## config.mk

```make
export PLATFORM = sky130hd
export DESIGN_NAME = piso_tx_controller
export DESIGN_NICKNAME = d
export VERILOG_FILES = /design/src/rtl/piso_tx_controller_pkg.sv /design/src/rtl/piso_shift_core.sv /design/src/rtl/piso_tx_controller.sv
export SDC_FILE = /design/constraint.sdc
export NUM_CORES = 1
export LEC_CHECK = 0
export CAP_MARGIN = 20
export CORE_MARGIN = 1.5
export CORE_UTILIZATION = 32
export DETAILED_ROUTE_END_ITERATION = 16
export GPL_ROUTABILITY_DRIVEN = 0
export HOLD_SLACK_MARGIN = 0.08
export PLACE_DENSITY_LB_ADDON = 0.1
export SLEW_MARGIN = 0
export SYNTH_ARGS = -nofsm -noshare
export SYNTH_HDL_FRONTEND = slang
export SYNTH_SLANG_ARGS = --single-unit
```

## constraint.sdc

```tcl
create_clock -name clk -period 1.2 [get_ports clk]
set_input_delay 0.12 -clock clk [delete_from_list [all_inputs] [get_ports clk]]
set_output_delay 0.12 -clock clk [all_outputs]
set_load 0.05 [all_outputs]
```

## src/rtl/piso_tx_controller_pkg.sv

```systemverilog
// Shared types and default sizing for the PISO transmit controller and its bench.
package piso_tx_controller_pkg;

  typedef enum logic [1:0] {
    StIdle  = 2'd0,
    StShift = 2'd1,
    StGap   = 2'd2
  } state_e;

  localparam int unsigned DefWidth     = 4;
  localparam int unsigned DefGapCycles = 1;

endpackage

```

## src/rtl/piso_shift_core.sv

```systemverilog
// Right-shift PISO register: LSB is presented on serial_out, MSB fills with zero.
module piso_shift_core #(
  parameter int unsigned WIDTH = 4
) (
  input  logic             clk,
  input  logic             rst,
  input  logic             load,
  input  logic             shift_en,
  input  logic [WIDTH-1:0] parallel_in,
  output logic             serial_out
);

  logic [WIDTH-1:0] shift_q;

  always_ff @(posedge clk or posedge rst) begin
    if (rst) begin
      shift_q <= '0;
    end else if (load) begin
      shift_q <= parallel_in;
    end else if (shift_en) begin
      shift_q <= {1'b0, shift_q[WIDTH-1:1]};
    end
  end

  assign serial_out = shift_q[0];

endmodule

```

## src/rtl/piso_tx_controller.sv

```systemverilog
// Frame sequencer: accepts parallel words via valid/ready, shifts them out LSB first,
// then holds the line low for GAP_CYCLES idle cycles.
module piso_tx_controller
  import piso_tx_controller_pkg::*;
#(
  parameter int unsigned WIDTH      = DefWidth,
  parameter int unsigned GAP_CYCLES = DefGapCycles
) (
  input  logic                     clk,
  input  logic                     rst,
  input  logic                     tx_valid,
  input  logic [WIDTH-1:0]         tx_data,
  output logic                     tx_ready,
  output logic                     serial_out,
  output logic                     busy,
  output logic                     frame_done,
  output logic [$clog2(WIDTH)-1:0] bit_index
);

  localparam int unsigned CntW    = $clog2(WIDTH);
  localparam int unsigned GapW    = (GAP_CYCLES > 1) ? $clog2(GAP_CYCLES) : 1;
  localparam int unsigned GapLast = (GAP_CYCLES > 0) ? GAP_CYCLES - 1 : 0;

  state_e          state_q, state_d;
  logic [CntW-1:0] bit_cnt_q, bit_cnt_d;
  logic [GapW-1:0] gap_cnt_q, gap_cnt_d;
  logic            last_bit;
  logic            accept;
  logic            core_bit;

  assign last_bit = (bit_cnt_q == CntW'(WIDTH - 1));
  assign accept   = tx_valid && tx_ready;

  piso_shift_core #(
    .WIDTH(WIDTH)
  ) u_core (
    .clk        (clk),
    .rst        (rst),
    .load       (accept),
    .shift_en   (state_q == StShift),
    .parallel_in(tx_data),
    .serial_out (core_bit)
  );

  always_ff @(posedge clk or posedge rst) begin
    if (rst) begin
      state_q   <= StIdle;
      bit_cnt_q <= '0;
      gap_cnt_q <= '0;
    end else begin
      state_q   <= state_d;
      bit_cnt_q <= bit_cnt_d;
      gap_cnt_q <= gap_cnt_d;
    end
  end

  always_comb begin
    state_d   = state_q;
    bit_cnt_d = bit_cnt_q;
    gap_cnt_d = gap_cnt_q;
    unique case (state_q)
      StIdle: begin
        if (accept) begin
          state_d   = StShift;
          bit_cnt_d = '0;
        end
      end
      StShift: begin
        if (!last_bit) begin
          bit_cnt_d = bit_cnt_q + 1'b1;
        end else begin
          bit_cnt_d = '0;
          if (GAP_CYCLES > 0) begin
            state_d   = StGap;
            gap_cnt_d = '0;
          end else if (!accept) begin
            state_d = StIdle;
          end
        end
      end
      StGap: begin
        if (gap_cnt_q == GapW'(GapLast)) begin
          state_d   = StIdle;
          gap_cnt_d = '0;
        end else begin
          gap_cnt_d = gap_cnt_q + 1'b1;
        end
      end
      default: state_d = StIdle;
    endcase
  end

  // With no gap, the last-bit cycle also accepts so frames can run back to back.
  always_comb begin
    tx_ready   = 1'b0;
    serial_out = 1'b0;
    busy       = 1'b0;
    frame_done = 1'b0;
    bit_index  = '0;
    unique case (state_q)
      StIdle: tx_ready = ~rst;
      StShift: begin
        busy       = 1'b1;
        serial_out = core_bit;
        bit_index  = bit_cnt_q;
        frame_done = last_bit;
        tx_ready   = ~rst && (GAP_CYCLES == 0) && last_bit;
      end
      StGap: busy = 1'b1;
      default: ;
    endcase
  end

endmodule

```

; Word level (Yosys, flattened, before mapping)
; Cells that the tools add are included.
[totals]
regBits = 9
word_cells = 39
[classes]
muxes = 17
reduce_logical = 9
bitwise = 1
n_eq_ne = 6
add_sub_neg = 2
[op_table]
columns = cell, n
row1 = $mux 2, 6
row2 = $mux 4, 2
row3 = $mux 1, 6
row4 = $ne 2x2->1 const B, 3
row5 = $pmux 2 s3, 1
row6 = $reduce_bool 2->1, 3
row7 = $eq 2x2->1 const B, 2
row8 = $pmux 2 s2, 1
row9 = $reduce_and 2->1, 2
row10 = $reduce_and 3->1, 1
row11 = $add 2x1->2 const B, 1
row12 = $eq 2x1->1 const B, 1
row13 = $logic_not 2->1, 1
row14 = $pmux 1 s2, 1
row15 = $reduce_or 2->1, 1
row16 = $add 1x1->1 const B, 1
row17 = $logic_and 1x1->1, 1
row18 = $not 1->1, 1

; Depth between registers and ports, before layout
; Gate-level depths: netlist of run 1.
[depth]
ltp_word = 5
ltp_mapped = 6

; By module
; A second synthesis of run 1 with hierarchy kept.
[hier_totals]
hier_cells = 47
area_unflattened_um2 = 483.0
[modules_own_cells]
columns = module, area_per_inst_um2, seq_area_each_um2, n_inst, cells_per_inst
row1 = piso_tx_controller, 307.8, 100.1, 1, 30
row2 = piso_shift_core, 175.2, 100.1, 1, 17

; Worst setup path before layout of run 1
; No wires, ideal clock.
[synth_timing]
kind = register to output
startpoint = register state_q[1]
endpoint = output bit_index[0]
arrival_ps = 1273
path_stages_with_launch = 5
path_slack_ps = -193
path_buffers = 1
t_required_ps = 1080
path_cell_list = dfrtp_1 > inv_1 > ha_1 > buf_2 > and2_1
[synth_via]
elab_chain_len = 2
[synth_rtl]
columns = element, line
row1 = from (decl), piso_tx_controller.sv:24  ; state_e state_q, state_d;
row2 = from (signal assigned), piso_tx_controller.sv:47  ; state_q <= StIdle;
row3 = from (signal assigned), piso_tx_controller.sv:51  ; state_q <= state_d;
row4 = $eq 2x1->1, piso_tx_controller.sv:100  ; unique case (state_q)
row5 = $mux 2, piso_tx_controller.sv:100
row6 = to (decl), piso_tx_controller.sv:17  ; output logic [$clog2(WIDTH)-1:0] bit_index
; No other way between the ends.

; Worst setup path after layout of run 1
[layout_timing]
startpoint = register state_q[0]
endpoint = output tx_ready
[layout_via]
elab_chain_len = 2
[layout_rtl]
columns = element, line
row1 = $logic_not 2->1, piso_tx_controller.sv:100
row2 = $mux 1, piso_tx_controller.sv:100
row3 = to (decl), piso_tx_controller.sv:13  ; output logic tx_ready,
; No other way between the ends.

==> metrics.md, run 1 <==
| Metric | Value |
|---|---|
| Outcome | finished, violations left |
| Failing checks | negative setup slack |
| Yosys cell types | 21 |
| DRC Markers | 0 |
| Initial core utilization | 0.360 |
| Iteration-0 DRC Markers | 1 |
| First-pass GRT wire length | about 1.8 mm |
| Largest net degree at the start of global routing | 9 |
| CTS tree | yes |
| GR Util All Layers | 0.134 |
| Fin Hold WS | between 0.2 and 0.3 ns |
| Final setup vio count | 14 |
| Site row count | 13 |
| Final Max Slew Viols | 0 |
| Mapped Nets | slightly below 60 |
| Detail Placement HPWL | 709 µm |
| Die height | 42.0 µm |
| Synthesized instance count | 48 |
| Ratio of cells with drive above 1 in the final layout | 0.558 |
| Core Area | 1350 µm² |
| Yosys warns | 0 |
| Width of the die | 42.0 µm |
| Seq/Total Area, Yosys | 0.412 |
| Final worst slack | -0.247 ns |
| Post-route minimum period | 1.45 ns |
| Clk_skew | 0.00275 ns |
| DR vias | 431 |
| Reg clk slew, reported paths | 0.05 ns |
| Die footprint | 1760 µm² |
| Avg Inst Size Synth | 10.1 µm² |
| Rel. slew slack | 0.795 |
| Mapped cell area | 485 µm² |
| Max Cap Viol | 0 |
| RSZ-0062 raised after global routing | true |
| Crit path max fanout | 3 |
| #FFs+latches synth | 8 |
| # diodes | 0 |
| Grt total ovfl | 0 |
| Max Buffers Root-to-Sink | 2 |
| Vias in the first global route | 431 |
| Final Hold Fails | 0 |
| Setup crit end kind | output port |
| CP Launch Type | flop |
| Maximum clock rate | 0.691 GHz |
| WP data required | roughly 1.1 ns |
| CP Class | reg2out |
| Pwr Total | 2.70 mW |
| Total Wirelength | 1.00 mm |
| Peak supply drop | 2.25 mV |
| Antenna violations before repair | 0 |
| Clock buffer count from CTS | 3 |
| Root Buffer | clkbuf_4 |
| Clock Sinks | 8 |
| Slew @ Worst Pin | 0.307 ns |
| ANT nets after route | 0 |
| Nets@finish | 90 |
| Layout area overhead | 83.2% |
| Hold Path Class | in2async |
| Ports | 13 |
| Count of buffers from port buffering | 12 |
| Tcrit/Tclk final | 1.21 |
| Per-cell routed wire length | 10.9 µm |
| CP arrival | 1.33 ns |
| Cell area power density | 3030 nW/µm² |
| H-tree depth | 1 |
| DP Worst Slack | -0.141 ns |
| Lkg Pwr | 0.420 nW |
| Vias/cell | 4.68 |
| Drt pass-1 iters | 4 |
| Clock latency on the worst-skew pair | around 0.25 ns |
## layer usage
metal | global-route usage | wire length [µm] | share of wire | vias up
met5 | 0 | 0 | 0 | -
met4 | 0.0774 | 12 | 0.012 | 0
met3 | 0.0174 | 39 | 0.039 | 2
met2 | 0.222 | 481 | 0.48 | 9
met1 | 0.164 | 470 | 0.47 | 194
li1 | - | - | - | 226
## worst max-delay path, stage by stage (launching register included)
cell and delay [ns]:
dfrtp_1 0.38, inv_2 0.07, ha_4 0.16, buf_6 0.11
and2b_2 0.20, buf_12 0.15
## cells by family (layout without fill, tap and decap cells)
kind of cell,Yosys count,count (layout),synth area share
AO/OA/AOI/OAI,10,10,0.139
adder cells (fa/ha/maj),4,4,0.103
buffers and inverters,5,34,0.0567
flip-flops,8,8,0.412
multiplexers,4,4,0.0851
AND/OR/NAND/NOR,17,17,0.204
## where the power goes
part | switching, mW | leakage (nW) | internal (mW)
Sequential | 0.0706 | 0.103 | 0.386
Combinational | 0.885 | 0.303 | 1.16
Clock | 0.0857 | 0.0138 | 0.114
Total | 1.04 | 0.420 | 1.66
## final cells by class
cell class / instances / area, µm²
fillers: 107 / 460
repair buffers: 28 / 319
multi-input cells: 35 / 318
flip-flops and latches: 8 / 200
clock buffers: 3 / 22.5
well taps: 15 / 18.8
inverters: 3 / 11.3
## Yosys cell counts, drive strengths merged
cell / instances / share of area
and3b: 1 / 0.018
nand2b: 2 / 0.041
and2: 4 / 0.052
nand2: 5 / 0.039
ha: 4 / 0.10
dfrtp: 8 / 0.41
buf: 2 / 0.033
mux2: 1 / 0.023
inv: 3 / 0.023
and2b: 1 / 0.018
a32o: 2 / 0.041
o21ai: 4 / 0.041
a21oi: 2 / 0.021
a21o: 1 / 0.018
nor2: 3 / 0.023
nor2b: 1 / 0.013
mux2i: 3 / 0.062
a311oi: 1 / 0.018
## cells in the final DEF, fill, tap and decap left out
cell type and count:
buf_4 11, dfrtp_1 8, clkdlybuf4s50_1 6, buf_12 6
buf_6 5, nand2_1 4, and2_4 4, nor2_1 3
mux2i_1 3, o21ai_1 3, clkbuf_4 3, inv_2 2
nand2b_4 2, a21oi_2 2, a32o_1 2, ha_4 2
ha_1 2, a311oi_1 1, and3b_2 1, nor2b_2 1
mux2_1 1, a21o_2 1, and2b_2 1, inv_1 1
nand2_2 1, o21ai_2 1
## what timing repair did
item	in CTS	in global routing
hold buffers	0	0
setup buffers	8	2
pin swaps	4	4
setup endpoints to repair	13	14
gates resized for setup	16	3
## sequential cells by signal (all words and copies together), names as in the netlist
| signal | count |
|---|---|
| u_core.shift_q | 4 |
| bit_cnt_q | 2 |
| state_q | 2 |
## worst paths after layout
check | start | end | slack, ns | cells after the start
setup reg to reg | state_q[0]$_DFFE_PP0P_ | state_q[0]$_DFFE_PP0P_ | -0.17 | 5
hold / removal | rst | state_q[1]$_DFFE_PP0P_ | 0.28 | 3
hold reg to reg | state_q[0]$_DFFE_PP0P_ | state_q[0]$_DFFE_PP0P_ | 0.56 | 1
max in group asynchronous | rst | u_core.shift_q[1]$_DFFE_PP0P_ | 0.69 | 3
min in group clk | tx_data[1] | u_core.shift_q[1]$_DFFE_PP0P_ | 0.42 | 3
setup / recovery | state_q[0]$_DFFE_PP0P_ | tx_ready | -0.25 | 5
## through the flow
step | std cells | utilization | instance area, µm² | setup TNS, ns
after floorplan | 48 | - | 500 | -0.0431
after global placement | 81 | 0.551 | 743 | -0.807
after detailed placement | 81 | 0.551 | 743 | -0.864
after CTS | 92 | 0.655 | 885 | -2.21
after global routing | 92 | 0.659 | 890 | -2.93
final | 92 | 0.659 | 890 | -1.93
Power figures use the tool's default switching activity.
==> run 2: changes to the inputs <==
CORE_UTILIZATION = 35   (was 32)
==> run 2 against run 1 <==
Compared with the run above:
- the flow still finishes with violations (negative setup slack)
- die area is 8.0% lower
- hold slack worse by 0.0023 ns
- cell count is 3.3% lower
- final area is 4.1% lower
- combinational power is 7% lower
- clock-buffer cell count stayed put
- clock power hardly changed
- sequential share of layout area is 1.1 points higher
- first-iteration DRC count grew to 4.0 times the previous value
- largest cell class is now multi-input combinational cells
- largest power group unchanged
==> metrics.md, run 2 (synthesis results as in run 1) <==
| Metric | Value |
|---|---|
| Outcome | finished, violations left (unchanged) |
| Failing checks | negative setup slack (unchanged) |
| Site row count | 13 (unchanged) |
| GR Layer Usage met2 | 0.218 (was 0.222) |
| Iteration-0 DRC Markers | 4 (was 1) |
| Clock Sinks | 8 (unchanged) |
| Layout Cells excl Fill | 89 (was 92) |
| Layout area overhead | 75.8% (was 83.2%) |
| DRC Markers | 0 (unchanged) |
| Placement Cell Area | 728 µm² (was 743 µm²) |
| Die footprint | 1620 µm² (was 1760 µm²) |
| Clock buffer count from CTS | 3 (unchanged) |
| RSZ-0062 raised after global routing | true (unchanged) |
| Detail Placement HPWL | 721 µm (was 709 µm) |
| Slew @ Worst Pin | 0.301 ns (was 0.307 ns) |
| DP Worst Slack | -0.147 ns (was -0.141 ns) |
| CP arrival | 1.28 ns (was 1.33 ns) |
| Crit path max fanout | 6 (was 3) |
| Vias/cell | 4.79 (was 4.68) |
| Leading cell type in the layout, fill and taps excluded | buf_4 (unchanged) |
| Commonest non-fill, non-tap cells in the layout | buf_4 (10), dfrtp_1 (7), clkdlybuf4s50_1 (6), buf_12 (6), nand2_1 (5) (was buf_4 (11), dfrtp_1 (8), clkdlybuf4s50_1 (6), buf_12 (6), buf_6 (5)) |
| Ratio of cells with drive above 1 in the final layout | 0.527 (was 0.558) |
| NetSw | 1.01 mW (was 1.04 mW) |
| Max Buffers Root-to-Sink | 2 (unchanged) |
| Design area | 853 µm² (was 890 µm²) |
| CP Class | reg2out (unchanged) |
| Tcrit/Tclk final | 1.17 (was 1.21) |
| Clock latency on the worst-skew pair | 0.24 ns (was 0.25 ns) |
| CTS tree | yes (unchanged) |
| Initial core utilization | 0.373 (was 0.360) |
| Final worst slack | -0.203 ns (was -0.247 ns) |
| Post-route minimum period | 1.40 ns (was 1.45 ns) |
| Core Area | 1300 µm² (was 1350 µm²) |
| First-pass GRT wire length | 1.52 mm (was 1.78 mm) |
| Peak supply drop | 2.14 mV (was 2.25 mV) |
| Drt pass-1 iters | 4 (unchanged) |
| Finished Core Util | 0.656 (was 0.659) |
| Final Max Slew Viols | 0 (unchanged) |
| Lkg Pwr | 0.398 nW (was 0.420 nW) |
| Clk_skew | 0.00423 ns (was 0.00275 ns) |
| Total Wirelength | 974 µm (was 1.00 mm) |
| Biggest regs | u_core.shift_q: 4 flops, bit_cnt_q: 2 flops, state_q: 2 flops (unchanged) |
| Largest net degree at the start of global routing | 9 (unchanged) |
| Ports | 13 (unchanged) |
| Rel. slew slack | 0.799 (was 0.795) |
| Setup_tns | -1.69 ns (was -1.93 ns) |
| GR Layer Usage met3 | 0.0222 (was 0.0174) |
| Cell area power density | 3020 nW/µm² (was 3030 nW/µm²) |
| Max Cap Viol | 0 (unchanged) |
| CP Launch Type | flop (unchanged) |
| Die height | 40.2 µm (was 42.0 µm) |
| Seq pwr share | 0.185 (was 0.169) |
| ANT nets after route | 0 (unchanged) |
| Count of buffers from port buffering | 12 (unchanged) |
| Nets@finish | 87 (was 90) |
| Grt total ovfl | 0 (unchanged) |
| Setup crit end kind | output port (unchanged) |
| Vias in the first global route | 347 (was 431) |
| Power Internal | 1.57 mW (was 1.66 mW) |
| Placed cell count | 79 (was 81) |
| Comb pwr share | 0.738 (was 0.757) |
| Fin Hold WS | 0.273 ns (was 0.275 ns) |
| Width of the die | 40.2 µm (was 42.0 µm) |
| Per-cell routed wire length | 10.9 µm (about the same) |
| WP data required | 1.08 ns (about the same) |
| Pwr Total | 2.57 mW (was 2.70 mW) |
| Net Sw Frac | 0.391 (was 0.386) |
| Max reg flops | 4 (unchanged) |
| Met1 Use GR | 0.194 (was 0.164) |
| Final setup vio count | 13 (was 14) |
| GRT Max-Usage Layer | met2 (unchanged) |
| H-tree depth | 1 (unchanged) |
| Largest Register | u_core.shift_q (unchanged) |
| Part of the power in the clock network | 0.077 (was 0.074) |
| Final Hold Fails | 0 (unchanged) |
| Antenna violations before repair | 0 (unchanged) |
| DR vias | 426 (was 431) |
| Reg clk slew, reported paths | 0.06 ns (was 0.05 ns) |
| # diodes | 0 (unchanged) |
| GR Util All Layers | 0.146 (was 0.134) |
| Root Buffer | clkbuf_4 (unchanged) |
| Hold Path Class | in2async (unchanged) |
| Maximum clock rate | 0.713 GHz (was 0.691 GHz) |
-- run 2: path summary, 6_finish.rpt --
path	endpoint	slack [ns]	cells after the start	start
setup / recovery	bit_index[1]	-0.20	5	state_q[1]$_DFFE_PP0P_
hold / removal	u_core.shift_q[2]$_DFFE_PP0P_	0.27	3	rst
setup reg to reg	bit_cnt_q[1]$_DFFE_PP0P_	-0.14	6	state_q[0]$_DFFE_PP0P_
hold reg to reg	u_core.shift_q[3]$_DFFE_PP0P_	0.56	2	u_core.shift_q[3]$_DFFE_PP0P_
max in group asynchronous	state_q[0]$_DFFE_PP0P_	0.68	3	rst
min in group clk	u_core.shift_q[1]$_DFFE_PP0P_	0.42	3	tx_data[1]
-- run 2: worst max-delay path, stage by stage (launching register included) --
cell     delay (ns)
dfrtp_1        0.39
inv_2          0.11
ha_4           0.16
buf_6          0.11
and2_4         0.14
buf_12         0.13
-- run 2: area by class of cell --
| type | instances | area [µm²] |
|---|---|---|
| clock buffer | 3 | 22.5 |
| fill | 103 | 448 |
| inverter | 3 | 11.3 |
| multi-input combinational | 35 | 310 |
| sequential | 8 | 201 |
| tap | 15 | 18.8 |
| timing repair buffer | 25 | 289 |
-- run 2: per-layer routing --
metal,up-vias,wire [µm]
met5,-,0
met4,0,8
met3,2,33
met2,9,476
met1,199,455
li1,216,-
-- run 2: power groups by stage --
stage               sequential, mW  combinational [mW]  clock (mW)
global route                 0.492                2.02       0.221
global placement             0.453                1.51           0
finish                       0.476                1.90       0.199
detailed placement           0.458                1.52           0
floorplan                    0.447               0.946           0
CTS                          0.471                1.81       0.212
-- run 2: timing repair --
item                       in CTS  in global routing
setup buffers                   5                  2
pin swaps                       1                  1
hold buffers                    0                  0
gates resized for setup        12                  3
setup endpoints to repair      13                 14
==> run 3: changes to the inputs <==
CAP_MARGIN = not set   (was 20)
CTS_CLUSTER_SIZE = 40   (was not set)
==> results of run 3 <==
No change in the layout: final DEF, timing and power equal those of run 2.
